## src/rtl/vga_sync_generator_pkg.sv

```systemverilog
// Shared VGA timing defaults (640x480@60), vertical-phase encoding and raster payload type.
// Optional VGA_FRAME_COUNT_EN adds the frame counter width.
package vga_sync_generator_pkg;

   localparam int unsigned CNT_W = 10;

`ifdef VGA_FRAME_COUNT_EN
   localparam int unsigned FRAME_W = 16;
`endif

   localparam int unsigned DEF_H_ACTIVE = 640;
   localparam int unsigned DEF_H_FP     = 16;
   localparam int unsigned DEF_H_SYNC   = 96;
   localparam int unsigned DEF_H_TOTAL  = 800;
   localparam int unsigned DEF_V_ACTIVE = 480;
   localparam int unsigned DEF_V_FP     = 10;
   localparam int unsigned DEF_V_SYNC   = 2;
   localparam int unsigned DEF_V_TOTAL  = 525;

   typedef enum logic [1:0] {
      VS_ACTIVE = 2'd0,
      VS_FRONT  = 2'd1,
      VS_SYNC   = 2'd2,
      VS_BACK   = 2'd3
   } vs_state_t;

   typedef struct packed {
      logic             hsync;
      logic             vsync;
      logic             video_on;
      logic [CNT_W-1:0] pixel_x;
      logic [CNT_W-1:0] pixel_y;
   } raster_t;

   // Half-open window test lo <= value < hi on counter-width operands.
   function automatic logic in_window(input logic [CNT_W-1:0] value,
                                      input logic [CNT_W-1:0] lo,
                                      input logic [CNT_W-1:0] hi);
      return (value >= lo) && (value < hi);
   endfunction

endpackage

```

## src/rtl/vga_sync_generator_if.sv

```systemverilog
// Raster bus between the horizontal counter / pixel pipeline (master) and the sync generator (slave).
// frame_count exists only when VGA_FRAME_COUNT_EN is defined.
interface vga_sync_generator_if;
   import vga_sync_generator_pkg::*;

   logic [CNT_W-1:0] H_count_value;
   logic             enable_V_counter;
   logic [CNT_W-1:0] V_count_value;
   logic             hsync;
   logic             vsync;
   logic             video_on;
   logic [CNT_W-1:0] pixel_x;
   logic [CNT_W-1:0] pixel_y;
   logic             frame_start;

`ifdef VGA_FRAME_COUNT_EN
   logic [FRAME_W-1:0] frame_count;

   modport master (
      output H_count_value, enable_V_counter,
      input  V_count_value, hsync, vsync, video_on, pixel_x, pixel_y, frame_start, frame_count
   );

   modport slave (
      input  H_count_value, enable_V_counter,
      output V_count_value, hsync, vsync, video_on, pixel_x, pixel_y, frame_start, frame_count
   );
`else
   modport master (
      output H_count_value, enable_V_counter,
      input  V_count_value, hsync, vsync, video_on, pixel_x, pixel_y, frame_start
   );

   modport slave (
      input  H_count_value, enable_V_counter,
      output V_count_value, hsync, vsync, video_on, pixel_x, pixel_y, frame_start
   );
`endif

endinterface

```

## src/rtl/vga_sync_generator_vertical_counter.sv

```systemverilog
// Line counter, vertical-phase FSM and frame_start pulse; advances only on the line strobe.
// With VGA_FRAME_COUNT_EN it also counts frame wraps.
module vga_sync_generator_vertical_counter
   import vga_sync_generator_pkg::*;
#(
   parameter int unsigned V_ACTIVE = DEF_V_ACTIVE,
   parameter int unsigned V_FP     = DEF_V_FP,
   parameter int unsigned V_SYNC   = DEF_V_SYNC,
   parameter int unsigned V_TOTAL  = DEF_V_TOTAL
) (
   input  logic               clk,
   input  logic               rst_n,
   input  logic               enable,
   output logic [CNT_W-1:0]   v_count,
   output vs_state_t          state,
`ifdef VGA_FRAME_COUNT_EN
   output logic [FRAME_W-1:0] frame_count,
`endif
   output logic               frame_start
);

   localparam logic [CNT_W-1:0] V_LAST      = CNT_W'(V_TOTAL - 1);
   localparam logic [CNT_W-1:0] FRONT_START = CNT_W'(V_ACTIVE);
   localparam logic [CNT_W-1:0] SYNC_START  = CNT_W'(V_ACTIVE + V_FP);
   localparam logic [CNT_W-1:0] BACK_START  = CNT_W'(V_ACTIVE + V_FP + V_SYNC);

   logic             wrap_c;
   logic [CNT_W-1:0] v_next_c;

   always_comb begin
      wrap_c   = enable && (v_count == V_LAST);
      v_next_c = (v_count == V_LAST) ? '0 : v_count + CNT_W'(1);
   end

   // Phase transitions are decided on the line number being entered.
   always_ff @(posedge clk or negedge rst_n) begin
      if (!rst_n) begin
         v_count     <= '0;
         state       <= VS_ACTIVE;
         frame_start <= 1'b0;
`ifdef VGA_FRAME_COUNT_EN
         frame_count <= '0;
`endif
      end else begin
         frame_start <= wrap_c;
         if (enable) begin
            v_count <= v_next_c;
            case (state)
               VS_ACTIVE: if (v_next_c == FRONT_START) state <= VS_FRONT;
               VS_FRONT:  if (v_next_c == SYNC_START)  state <= VS_SYNC;
               VS_SYNC:   if (v_next_c == BACK_START)  state <= VS_BACK;
               VS_BACK:   if (v_next_c == '0)          state <= VS_ACTIVE;
               default:   state <= VS_ACTIVE;
            endcase
         end
`ifdef VGA_FRAME_COUNT_EN
         if (wrap_c) frame_count <= frame_count + FRAME_W'(1);
`endif
      end
   end

endmodule

```

## src/rtl/vga_sync_generator.sv

```systemverilog
// VGA raster closer: H decode plus registered sync/video/pixel outputs around the vertical counter.
// Define VGA_FRAME_COUNT_EN to add the 16-bit frame_count output.
module vga_sync_generator
   import vga_sync_generator_pkg::*;
#(
   parameter int unsigned H_ACTIVE = DEF_H_ACTIVE,
   parameter int unsigned H_FP     = DEF_H_FP,
   parameter int unsigned H_SYNC   = DEF_H_SYNC,
   parameter int unsigned H_TOTAL  = DEF_H_TOTAL,
   parameter int unsigned V_ACTIVE = DEF_V_ACTIVE,
   parameter int unsigned V_FP     = DEF_V_FP,
   parameter int unsigned V_SYNC   = DEF_V_SYNC,
   parameter int unsigned V_TOTAL  = DEF_V_TOTAL,
   parameter bit          SYNC_POL = 1'b0
) (
   input logic                 clk_25MHz,
   input logic                 reset_n,
   vga_sync_generator_if.slave bus
);

   localparam logic [CNT_W-1:0] H_ACT_END = CNT_W'(H_ACTIVE);
   localparam logic [CNT_W-1:0] HS_START  = CNT_W'(H_ACTIVE + H_FP);
   localparam logic [CNT_W-1:0] HS_END    = CNT_W'(H_ACTIVE + H_FP + H_SYNC);
   localparam logic [CNT_W-1:0] H_LIMIT   = CNT_W'(H_TOTAL);

   localparam raster_t RASTER_RST = '{
      hsync:    ~SYNC_POL,
      vsync:    ~SYNC_POL,
      video_on: 1'b0,
      pixel_x:  '0,
      pixel_y:  '0
   };

   logic [CNT_W-1:0] v_count;
   vs_state_t        v_state;
   logic             frame_start;
`ifdef VGA_FRAME_COUNT_EN
   logic [FRAME_W-1:0] frame_count;
`endif

   vga_sync_generator_vertical_counter #(
      .V_ACTIVE (V_ACTIVE),
      .V_FP     (V_FP),
      .V_SYNC   (V_SYNC),
      .V_TOTAL  (V_TOTAL)
   ) u_vertical_counter (
      .clk         (clk_25MHz),
      .rst_n       (reset_n),
      .enable      (bus.enable_V_counter),
      .v_count     (v_count),
      .state       (v_state),
`ifdef VGA_FRAME_COUNT_EN
      .frame_count (frame_count),
`endif
      .frame_start (frame_start)
   );

   raster_t raster_c;
   raster_t raster_q;
   logic    h_legal_c;
   logic    video_c;

   // Out-of-range H positions are forced to blanking.
   always_comb begin
      raster_c          = RASTER_RST;
      h_legal_c         = bus.H_count_value < H_LIMIT;
      video_c           = h_legal_c && (bus.H_count_value < H_ACT_END) && (v_state == VS_ACTIVE);
      raster_c.video_on = video_c;
      raster_c.hsync    = (h_legal_c && in_window(bus.H_count_value, HS_START, HS_END))
                          ? SYNC_POL : ~SYNC_POL;
      raster_c.vsync    = (v_state == VS_SYNC) ? SYNC_POL : ~SYNC_POL;
      if (video_c) begin
         raster_c.pixel_x = bus.H_count_value;
         raster_c.pixel_y = v_count;
      end
   end

   always_ff @(posedge clk_25MHz or negedge reset_n) begin
      if (!reset_n) raster_q <= RASTER_RST;
      else          raster_q <= raster_c;
   end

   assign bus.V_count_value = v_count;
   assign bus.frame_start   = frame_start;
   assign bus.hsync         = raster_q.hsync;
   assign bus.vsync         = raster_q.vsync;
   assign bus.video_on      = raster_q.video_on;
   assign bus.pixel_x       = raster_q.pixel_x;
   assign bus.pixel_y       = raster_q.pixel_y;
`ifdef VGA_FRAME_COUNT_EN
   assign bus.frame_count   = frame_count;
`endif

endmodule
```

## src/flat_wrapper.sv

```systemverilog
// flat-port wrapper written by rule: the top's interface ports become plain ports
module vga_sync_generator_flat import vga_sync_generator_pkg::*;
#(
   parameter int unsigned H_ACTIVE = DEF_H_ACTIVE,
   parameter int unsigned H_FP     = DEF_H_FP,
   parameter int unsigned H_SYNC   = DEF_H_SYNC,
   parameter int unsigned H_TOTAL  = DEF_H_TOTAL,
   parameter int unsigned V_ACTIVE = DEF_V_ACTIVE,
   parameter int unsigned V_FP     = DEF_V_FP,
   parameter int unsigned V_SYNC   = DEF_V_SYNC,
   parameter int unsigned V_TOTAL  = DEF_V_TOTAL,
   parameter bit          SYNC_POL = 1'b0
)
  (clk_25MHz, reset_n, bus_H_count_value, bus_enable_V_counter, bus_V_count_value, bus_hsync, bus_vsync, bus_video_on, bus_pixel_x, bus_pixel_y, bus_frame_start);
  vga_sync_generator_if bus_i ();
  input logic clk_25MHz;
  input logic reset_n;
  input wire logic [$bits(bus_i.H_count_value)-1:0] bus_H_count_value;
  input wire logic [$bits(bus_i.enable_V_counter)-1:0] bus_enable_V_counter;
  output wire logic [$bits(bus_i.V_count_value)-1:0] bus_V_count_value;
  output wire logic [$bits(bus_i.hsync)-1:0] bus_hsync;
  output wire logic [$bits(bus_i.vsync)-1:0] bus_vsync;
  output wire logic [$bits(bus_i.video_on)-1:0] bus_video_on;
  output wire logic [$bits(bus_i.pixel_x)-1:0] bus_pixel_x;
  output wire logic [$bits(bus_i.pixel_y)-1:0] bus_pixel_y;
  output wire logic [$bits(bus_i.frame_start)-1:0] bus_frame_start;
  assign bus_i.H_count_value = bus_H_count_value;
  assign bus_i.enable_V_counter = bus_enable_V_counter;
  assign bus_V_count_value = bus_i.V_count_value;
  assign bus_hsync = bus_i.hsync;
  assign bus_vsync = bus_i.vsync;
  assign bus_video_on = bus_i.video_on;
  assign bus_pixel_x = bus_i.pixel_x;
  assign bus_pixel_y = bus_i.pixel_y;
  assign bus_frame_start = bus_i.frame_start;
  vga_sync_generator #(.H_ACTIVE(H_ACTIVE), .H_FP(H_FP), .H_SYNC(H_SYNC), .H_TOTAL(H_TOTAL), .V_ACTIVE(V_ACTIVE), .V_FP(V_FP), .V_SYNC(V_SYNC), .V_TOTAL(V_TOTAL), .SYNC_POL(SYNC_POL)) u_core (.clk_25MHz(clk_25MHz), .reset_n(reset_n), .bus(bus_i));
endmodule
```

## config.mk

```make
export PLATFORM = sky130hd
export DESIGN_NAME = vga_sync_generator_flat
export DESIGN_NICKNAME = d
export VERILOG_FILES = /design/src/rtl/vga_sync_generator_pkg.sv /design/src/rtl/vga_sync_generator_if.sv /design/src/rtl/vga_sync_generator_vertical_counter.sv /design/src/rtl/vga_sync_generator.sv /design/src/flat_wrapper.sv
export SDC_FILE = /design/constraint.sdc
export NUM_CORES = 1
export LEC_CHECK = 0
export ABC_CLOCK_PERIOD_IN_PS = 2620
export CAP_MARGIN = 20
export CORE_MARGIN = 10
export CORE_UTILIZATION = 48
export CTS_CLUSTER_SIZE = 16
export DETAILED_ROUTE_END_ITERATION = 10
export PLACE_DENSITY = 0.91
export SLEW_MARGIN = 30
export SYNTH_ARGS = -nofsm -noshare
export SYNTH_HDL_FRONTEND = slang
export SYNTH_SLANG_ARGS = --single-unit
```

## constraint.sdc

```tcl
create_clock -name clk_25MHz -period 2.62 [get_ports clk_25MHz]
set_input_delay 0.393 -clock clk_25MHz [delete_from_list [all_inputs] [get_ports clk_25MHz]]
set_output_delay 0.393 -clock clk_25MHz [all_outputs]
set_load 0.05 [all_outputs]
```

# ---- Yosys cells after proc, flatten, opt, wreduce, memory -nomap -nowiden
# Index checks and enable logic that the tools add are counted.
# Widths: inputs -> output; s select.
dict set report word_totals {
  out_inout_bits 34
  ff_bits 36
  input_bits 13
}
dict set report op_classes {
  add_sub_neg 1
  n_reduce_logical 8
  order_cmp 4
  n_mux 9
  eq_ne 11
}
# cell count
set op_table {}
lappend op_table {{$eq 10x9->1 const B} 3}
lappend op_table {{$lt 10x10->1 const B} 3}
lappend op_table {{$mux 20} 1}
lappend op_table {{$add 10x1->10 const B} 1}
lappend op_table {{$eq 10x10->1 const B} 1}
lappend op_table {{$ge 10x10->1 const B} 1}
lappend op_table {{$logic_not 10->1} 1}
lappend op_table {{$mux 10} 1}
lappend op_table {{$mux 2} 4}
lappend op_table {{$ne 2x2->1 const B} 4}
lappend op_table {{$pmux 2 s4} 1}
lappend op_table {{$logic_and 1x1->1} 5}
lappend op_table {{$reduce_and 5->1} 1}
lappend op_table {{$eq 2x2->1 const B} 2}
lappend op_table {{$eq 2x1->1 const B} 1}
lappend op_table {{$logic_not 2->1} 1}
lappend op_table {{$mux 1} 2}

# ---- Longest topological paths before layout
# Gate-level depths: netlist (run 1).
dict set report depth {
  depth_word 5
  ltp_mapped 9
  depth_no_buf 9
}

# ---- Cells and area by module
# A second synthesis (run 1) with hierarchy kept.
dict set report unflattened {
  cells_unflattened 179
  hier_area_um2 1943.1
}
# mod cells_each instances area_per_inst_um2 seq_area_each_um2
set by_module_without_submodules {}
lappend by_module_without_submodules {vga_sync_generator_vertical_counter 124 1 1073.5 325.3}
lappend by_module_without_submodules {vga_sync_generator 55 1 869.6 578.1}

# ---- Worst setup path before layout (run 1)
# No wires, ideal clock.
dict set report synth_timing {
  path_type {register -> register}
  from {reg u_core.u_vertical_counter.v_count[1]}
  to {reg u_core.u_vertical_counter.state[1]}
  path_stages_with_launch 9
  arrival_ns 2.468
  setup_time_ns 0.125
  period_less_slack_ns 2.593
  path_buffers 1
  path_slack_ns 0.027
  path_cell_list {dfrtp_1 ha_1 buf_1 nand2_1 xor2_1 nand4_1 o32ai_1 o311a_1 mux2_4}
}
dict set report synth_between {
  elab_chain_cells 5
}
# element line
set synth_lines {}
lappend synth_lines {{start, declared} vga_sync_generator_vertical_counter.sv:14} ;# output logic [CNT_W-1:0] v_count,
lappend synth_lines {{start signal, assigned} vga_sync_generator_vertical_counter.sv:47} ;# v_count <= v_next_c;
lappend synth_lines {{$add 10x1->10 or $eq 10x10->1 (tied branches)} vga_sync_generator_vertical_counter.sv:32} ;# v_next_c = (v_count == V_LAST) ? '0 : v_count + CNT_W'(1);
lappend synth_lines {{$mux 10 (*)} vga_sync_generator_vertical_counter.sv:32}
lappend synth_lines {{$eq 10x9->1, or another cell as far along} vga_sync_generator_vertical_counter.sv:51} ;# VS_SYNC: if (v_next_c == BACK_START) state <= VS_BACK;
lappend synth_lines {{$ne 2x2->1 (no source line)} n/a}
lappend synth_lines {{$reduce_and 5->1 (no source line) (*)} n/a}
lappend synth_lines {{end signal, assigned} vga_sync_generator_vertical_counter.sv:51}
lappend synth_lines {{end signal, assigned} vga_sync_generator_vertical_counter.sv:52} ;# VS_BACK: if (v_next_c == '0) state <= VS_ACTIVE;
lappend synth_lines {{end signal, assigned} vga_sync_generator_vertical_counter.sv:53} ;# default: state <= VS_ACTIVE;
lappend synth_lines {{end, declared} vga_sync_generator_vertical_counter.sv:15} ;# output vs_state_t state,
# Mark *: on every way between the ends. The rest lies on a longest branch, timed or not.
# A chain may end at the register's enable or synchronous reset.

# ---- Final worst setup path (run 1)
dict set report layout_timing {
  from {reg u_core.u_vertical_counter.v_count[0]}
  to {reg u_core.u_vertical_counter.state[1]}
}
# Same word-level chain as after synthesis.

==> results.toml, run 1 <==
[clock_network]
cts_tree = "done"
ctsRootBufferMaster = "clkbuf_4"
clkSinkCount = 36
path_clk_slew_ns = 0.11
postCtsSetupRepairBufs = 0
ctsHtreeMaxLevel = 2
cts_buffer_depth = 2
cts_made_buffers = 5
insertion_delay_ns = 0.35

[power]
powerDensity_nw_per_um2 = 726
total_power_uw = 1710
ir_drop_mv = 0.341
p_leak_uw = 0.00111

[worst_setup_path]
worstReg2RegEnd = "u_core.u_vertical_counter.state[1]$_DFFE_PN0P_"
r2r_start = "u_core.u_vertical_counter.v_count[0]$_DFFE_PN0P_"
crit_required_ns = 2.87
path_max_fanout = 13
worstSetupPathType = "reg2reg"
r2r_setup_slack_ns = 0.19
r2r_cells = 8
cp.arrival_ns = 2.67
end_kind = "flip-flop"
start_kind = "flip-flop"

[synth]
syn_area_per_cell_um2 = 10.1
yosysWarnings = 0
synth_cell_types = 37
synthTopCellsByArea = "dfrtp_1, and3_1, ha_1"
synth_xor_area_share_pct = 3.51
synth_area_um2 = 1750
ys_ff_latch = 36
synth_fa_ha_area_share_pct = 5.01
yosys.area.top_type = "dfrtp_1"
netlist.area_leader.share_pct = 48.6
synth_compound_area_share_pct = 10.3
yosysSeqAreaShare_pct = 51.6
synth_nets = 193
synth_cells = 173
yosys.area_share.simple_pct = 22.4
synthMuxAreaShare_pct = 2.00
synth_top_family_by_area = "simple AND/OR/NAND/NOR gates"

[cells_and_area]
drive_above_1_share_pct = 9.87
multiInputGateArea_um2 = 758
n_antenna_cell = 0
final_common_cell = "clkdlybuf4s50_1"
synthToLayoutAreaGrowth_pct = 34.3
final.fill_count = 262
layoutNonFillerInstCount = 269
final_cell_area_um2 = 2350
layout_common_cells = "clkdlybuf4s50_1, dfrtp_1, and3_1"
regArea_um2 = 903
nets = 242

[routing]
drt-pass1-iter-count = 4
wl_per_cell_um = 15.9
vias = 1474
initialDrtViolationCount = 95
wirelength_um = 4280
vias_per_cell = 5.48
antenna_left = 0
drc_errors = 0

[floorplan]
start_util_pct = 51.2
core_um2 = 3420
die_x_um = 80.4
dieArea_um2 = 6460
rows = 21
io_pins = 47
die_y_um = 80.4

[grt]
use_met2_pct = 23.1
antenna_found_initial = 0
use_met3_pct = 4.90
overflow = 0
grt_usage_pct = 13.6
grt_max_degree = 37
busiest_layer = "met2"
grt_pass1_wl_um = 6890
first_global_vias = 1417
met1_usage_pct = 15.0

[place]
place_congestion = 0.940
numPortBuffers = 46
placed_cell_area_um2 = 2270
hpwl_um = 3190
dp.cells = 261

[timing]
hold_viol = 0
fin_skew_ns = 0.00645
max_clock_freq_mhz = 412
slew_viol_final = 0
tightest_slew_ns = 0.520
post-route-period-util_pct = 92.7
max-slew-margin-rel_pct = 65.2
period_needed_ns = 2.43
finalSetupViolCount = 0
rsz0062_at_grt = "false"
setup_tns_ns = 0

[run_status]
status = "complete, no violations"

[worst_hold_path]
min_path_type = "in2async"

[job]
maxCapViolCount = 0
## Yosys cell counts, drive strengths merged
master  count
o221ai      1
o311a       1
xor2        4
o31ai       2
o32ai       1
nand4b      3
nor3        8
a21o        1
and2        4
dfrtp      34
o31a        1
dfstp       2
inv         6
a32o        1
or3         2
o22ai       1
nand2      16
buf         6
or2         1
nand3       6
a21oi       6
o311ai      1
ha          7
clkbuf      7
and3       22
nand4       1
o21ai      12
nor2        6
a31oi       1
mux2        1
nand3b      1
xnor2       3
mux2i       2
nand2b      2
## repair_timing
item                       4_1_cts  5_1_grt
setup endpoints to repair        0        1
hold buffers                     0        0
resized for setup                0        1
## worst max-delay path by stage
stage                     cells past startpoint                                              from                                             end  slack (ns)
after global placement                        8  u_core.u_vertical_counter.v_count[0]$_DFFE_PN0P_  u_core.u_vertical_counter.state[1]$_DFFE_PN0P_        0.25
after global routing                          8  u_core.u_vertical_counter.v_count[0]$_DFFE_PN0P_  u_core.u_vertical_counter.state[1]$_DFFE_PN0P_        0.03
after detailed placement                      8  u_core.u_vertical_counter.v_count[0]$_DFFE_PN0P_  u_core.u_vertical_counter.state[1]$_DFFE_PN0P_        0.15
after CTS                                     8  u_core.u_vertical_counter.v_count[0]$_DFFE_PN0P_  u_core.u_vertical_counter.state[1]$_DFFE_PN0P_        0.11
after floorplan                               8  u_core.u_vertical_counter.v_count[1]$_DFFE_PN0P_  u_core.u_vertical_counter.state[1]$_DFFE_PN0P_        0.03
final                                         8  u_core.u_vertical_counter.v_count[0]$_DFFE_PN0P_  u_core.u_vertical_counter.state[1]$_DFFE_PN0P_        0.19
## layer usage
metal | vias to the layer above | share of wire [%]
li1 | 700 | -
met1 | 695 | 41
met2 | 69 | 49
met3 | 10 | 8.3
met4 | 0 | 2.2
met5 | - | 0
## through the flow
stage                     utilization (%)  hold WS (ns)  setup slack (ns)
final                                68.8         0.449             0.192
after global routing                 68.8         0.485            0.0316
after CTS                            68.7         0.463             0.110
after detailed placement             66.4         0.557             0.149
after global placement               66.4         0.565             0.250
after floorplan                         -        0.0974            0.0269
## flip-flops by register name (all words and copies together) (netlist names)
name                                   count
u_core.bus.pixel_x                        10
u_core.bus.pixel_y                        10
u_core.u_vertical_counter.v_count         10
u_core.u_vertical_counter.state            2
u_core.bus.hsync                           1
u_core.bus.video_on                        1
u_core.bus.vsync                           1
u_core.u_vertical_counter.frame_start      1
## area by class of cell
| class | count | share of cell area (%) |
|---|---|---|
| clock buffer | 5 | 1.60 |
| clock inverter | 3 | 1.81 |
| inverter | 6 | 0.958 |
| multi-input combinational | 118 | 32.3 |
| sequential | 36 | 38.4 |
| tap | 46 | 2.45 |
| timing repair buffer | 55 | 22.5 |
## kinds of logic (layout without fill, tap and decap cells)
group | after synthesis | after routing
buffers and inverters | 19 | 69
adder cells (fa/ha/maj) | 7 | 7
AND/OR/NAND/NOR | 72 | 72
flip-flops | 36 | 36
multiplexers | 3 | 3
XOR/XNOR | 7 | 7
AO/OA/AOI/OAI | 29 | 29
## where the power goes
part / total, uW / switching (uW) / internal (uW)
Sequential: 646 / 45.3 / 601
Clock: 390 / 192 / 199
Combinational: 670 / 425 / 245
## worst max-delay path, cell delays in order (launching register included)
cell     delay (ns)
dfrtp_1        0.50
ha_2           0.37
nand2_1        0.09
o31a_1         0.25
o21ai_0        0.15
nand2_1        0.09
o32ai_1        0.29
o311a_1        0.28
mux2_4         0.31
No activity file was read; power rests on OpenSTA's default activity.
==> run 2: changes to the inputs <==
- CAP_MARGIN: 20 -> default
- CORE_MARGIN: 10 -> 8
- SETUP_SLACK_MARGIN: default -> 0.2
==> results.toml, run 2 (synthesis gave the netlist of run 1 again) <==
[clock_network]
cts_hold_buf = 0
ctsHtreeMaxLevel = 2
cts_made_buffers = 5
cts_buffer_depth = 2
ctsRootBufferMaster = "clkbuf_4"
cts_tree = "done"
path_clk_slew_ns = 0.11
postCtsSetupRepairBufs = 0
insertion_delay_ns = 0.33
clkSinkCount = 36
cts_resized = 0

[grt]
grt_pass1_wl_um = 6400
first_global_vias = 1302
overflow = 0
antenna_found_initial = 0
grt_max_degree = 37
grt_usage_pct = 13.3

[worst_setup_path]
cp_slowest_cell = "dfrtp_2"
r2r_cells = 7
r2r_setup_slack_ns = 0.31
worstSetupPathType = "reg2reg"
end_kind = "flip-flop"
path_cells = "and2_1 > nand3_2 > or3_1 > nand4_1 > nor3_1 > o311a_1 > mux2_4"
r2r_start = "u_core.u_vertical_counter.v_count[1]$_DFFE_PN0P_"
start_kind = "flip-flop"
path_max_fanout = 9
worstReg2RegEnd = "u_core.u_vertical_counter.state[1]$_DFFE_PN0P_"
cp.arrival_ns = 2.53
critPathMaxStageDelay_ns = 0.47
crit_required_ns = 2.85

[timing]
period_needed_ns = 2.31
hold_viol = 0
finalSetupViolCount = 0
max-slew-margin-rel_pct = 65.6
slew_viol_final = 0
fin_skew_ns = 0.0102
tightest_slew_ns = 0.515
post-route-period-util_pct = 88.1
setup_tns_ns = 0
rsz0062_at_grt = "false"
max_clock_freq_mhz = 433
setup_slack_ns = 0.312

[floorplan]
die_x_um = 76.4
io_pins = 47
core_um2 = 3580
rows = 22
die_y_um = 76.4
start_util_pct = 48.9
dieArea_um2 = 5830

[power]
p_leak_uw = 0.00108
p_int_uw = 974
switching_share_pct = 39.6
netSwitchingPower_uw = 638
seqPwrFrac_pct = 45.2
powerDensity_nw_per_um2 = 692
ir_drop_mv = 0.489
power_frac_comb_pct = 34.4
clock_power_share_pct = 20.4

[cells_and_area]
synthToLayoutAreaGrowth_pct = 33.2
n_antenna_cell = 0
layout_common_cells = "clkdlybuf4s50_1, dfrtp_1, and3_1"
nets = 238
utilization_pct = 65.1
drive_above_1_share_pct = 11.0
final_common_cell = "clkdlybuf4s50_1"

[place]
numPortBuffers = 46
hpwl_um = 2870
place_congestion = 0.874
place_ws_ns = 0.227

[routing]
wl_met1_um = 1860
route.met3.wl_um = 263
antenna_left = 0
drt-pass1-iter-count = 4
initialDrtViolationCount = 81
wl_met2_um = 1710
wl_per_cell_um = 14.6
vias_per_cell = 5.32
top_layer = "met4"
wirelength_um = 3900
vias = 1421
drc_errors = 0

[worst_hold_path]
min_path_type = "in2async"

[run_status]
status = "complete, no violations"

[job]
maxCapViolCount = 0
==> run 2: critical path, delay by kind of cell, from the launching register on <==
kind	cells	cell delay (ns)
AO/OA/AOI/OAI	1	0.37
multiplexers	1	0.30
AND/OR/NAND/NOR	5	1.06
flip-flops	1	0.47
==> run 2: how the worst max path moves through the flow <==
stage | start | end | slack (ns) | depth (start not counted)
3_3_place_gp | u_core.u_vertical_counter.v_count[1]$_DFFE_PN0P_ | u_core.u_vertical_counter.state[1]$_DFFE_PN0P_ | 0.31 | 8
6_report | u_core.u_vertical_counter.v_count[1]$_DFFE_PN0P_ | u_core.u_vertical_counter.state[1]$_DFFE_PN0P_ | 0.31 | 7
3_5_place_dp | u_core.u_vertical_counter.v_count[1]$_DFFE_PN0P_ | u_core.u_vertical_counter.state[1]$_DFFE_PN0P_ | 0.23 | 8
2_1_floorplan | u_core.u_vertical_counter.v_count[1]$_DFFE_PN0P_ | u_core.u_vertical_counter.state[1]$_DFFE_PN0P_ | 0.24 | 8
4_1_cts | u_core.u_vertical_counter.v_count[1]$_DFFE_PN0P_ | u_core.u_vertical_counter.state[1]$_DFFE_PN0P_ | 0.22 | 8
5_1_grt | u_core.u_vertical_counter.v_count[1]$_DFFE_PN0P_ | u_core.u_vertical_counter.state[1]$_DFFE_PN0P_ | 0.22 | 7
==> run 2: metal layers <==
layer  vias up  track usage (%)
met4         0             4.04
met5         -                0
met2        59             19.0
met3         9             4.95
li1        692                -
met1       661             18.0
==> run 2: layout make-up <==
type	instances	area (um2)
fill	287	1250
sequential	36	912
multi-input combinational	118	768
timing repair buffer	51	498
clock buffer	8	68.8
tap	48	60.1
inverter	6	22.5
==> run 2: stage by stage <==
stage,std cells,total power [uW],cell area [um2],hold slack (ns)
floorplan,173,1110,1760,0.0974
global placement,259,1270,2250,0.560
detailed placement,259,1280,2250,0.565
CTS,267,1610,2320,0.480
global route,267,1710,2330,0.495
finish,267,1610,2330,0.470
==> run 2: power by group through the flow <==
stage	logic, uW	registers [uW]	clock network (uW)
global placement	542	725	0
finish	554	729	329
detailed placement	545	730	0
floorplan	286	820	0
CTS	549	719	340
global route	595	741	377
==> run 3: changes to the inputs <==
- ABC_CLOCK_PERIOD_IN_PS: 2620 -> default
- SKIP_LAST_GASP: default -> 1
==> results of run 3 <==
No change in the layout: final DEF, timing and power equal those of run 2.
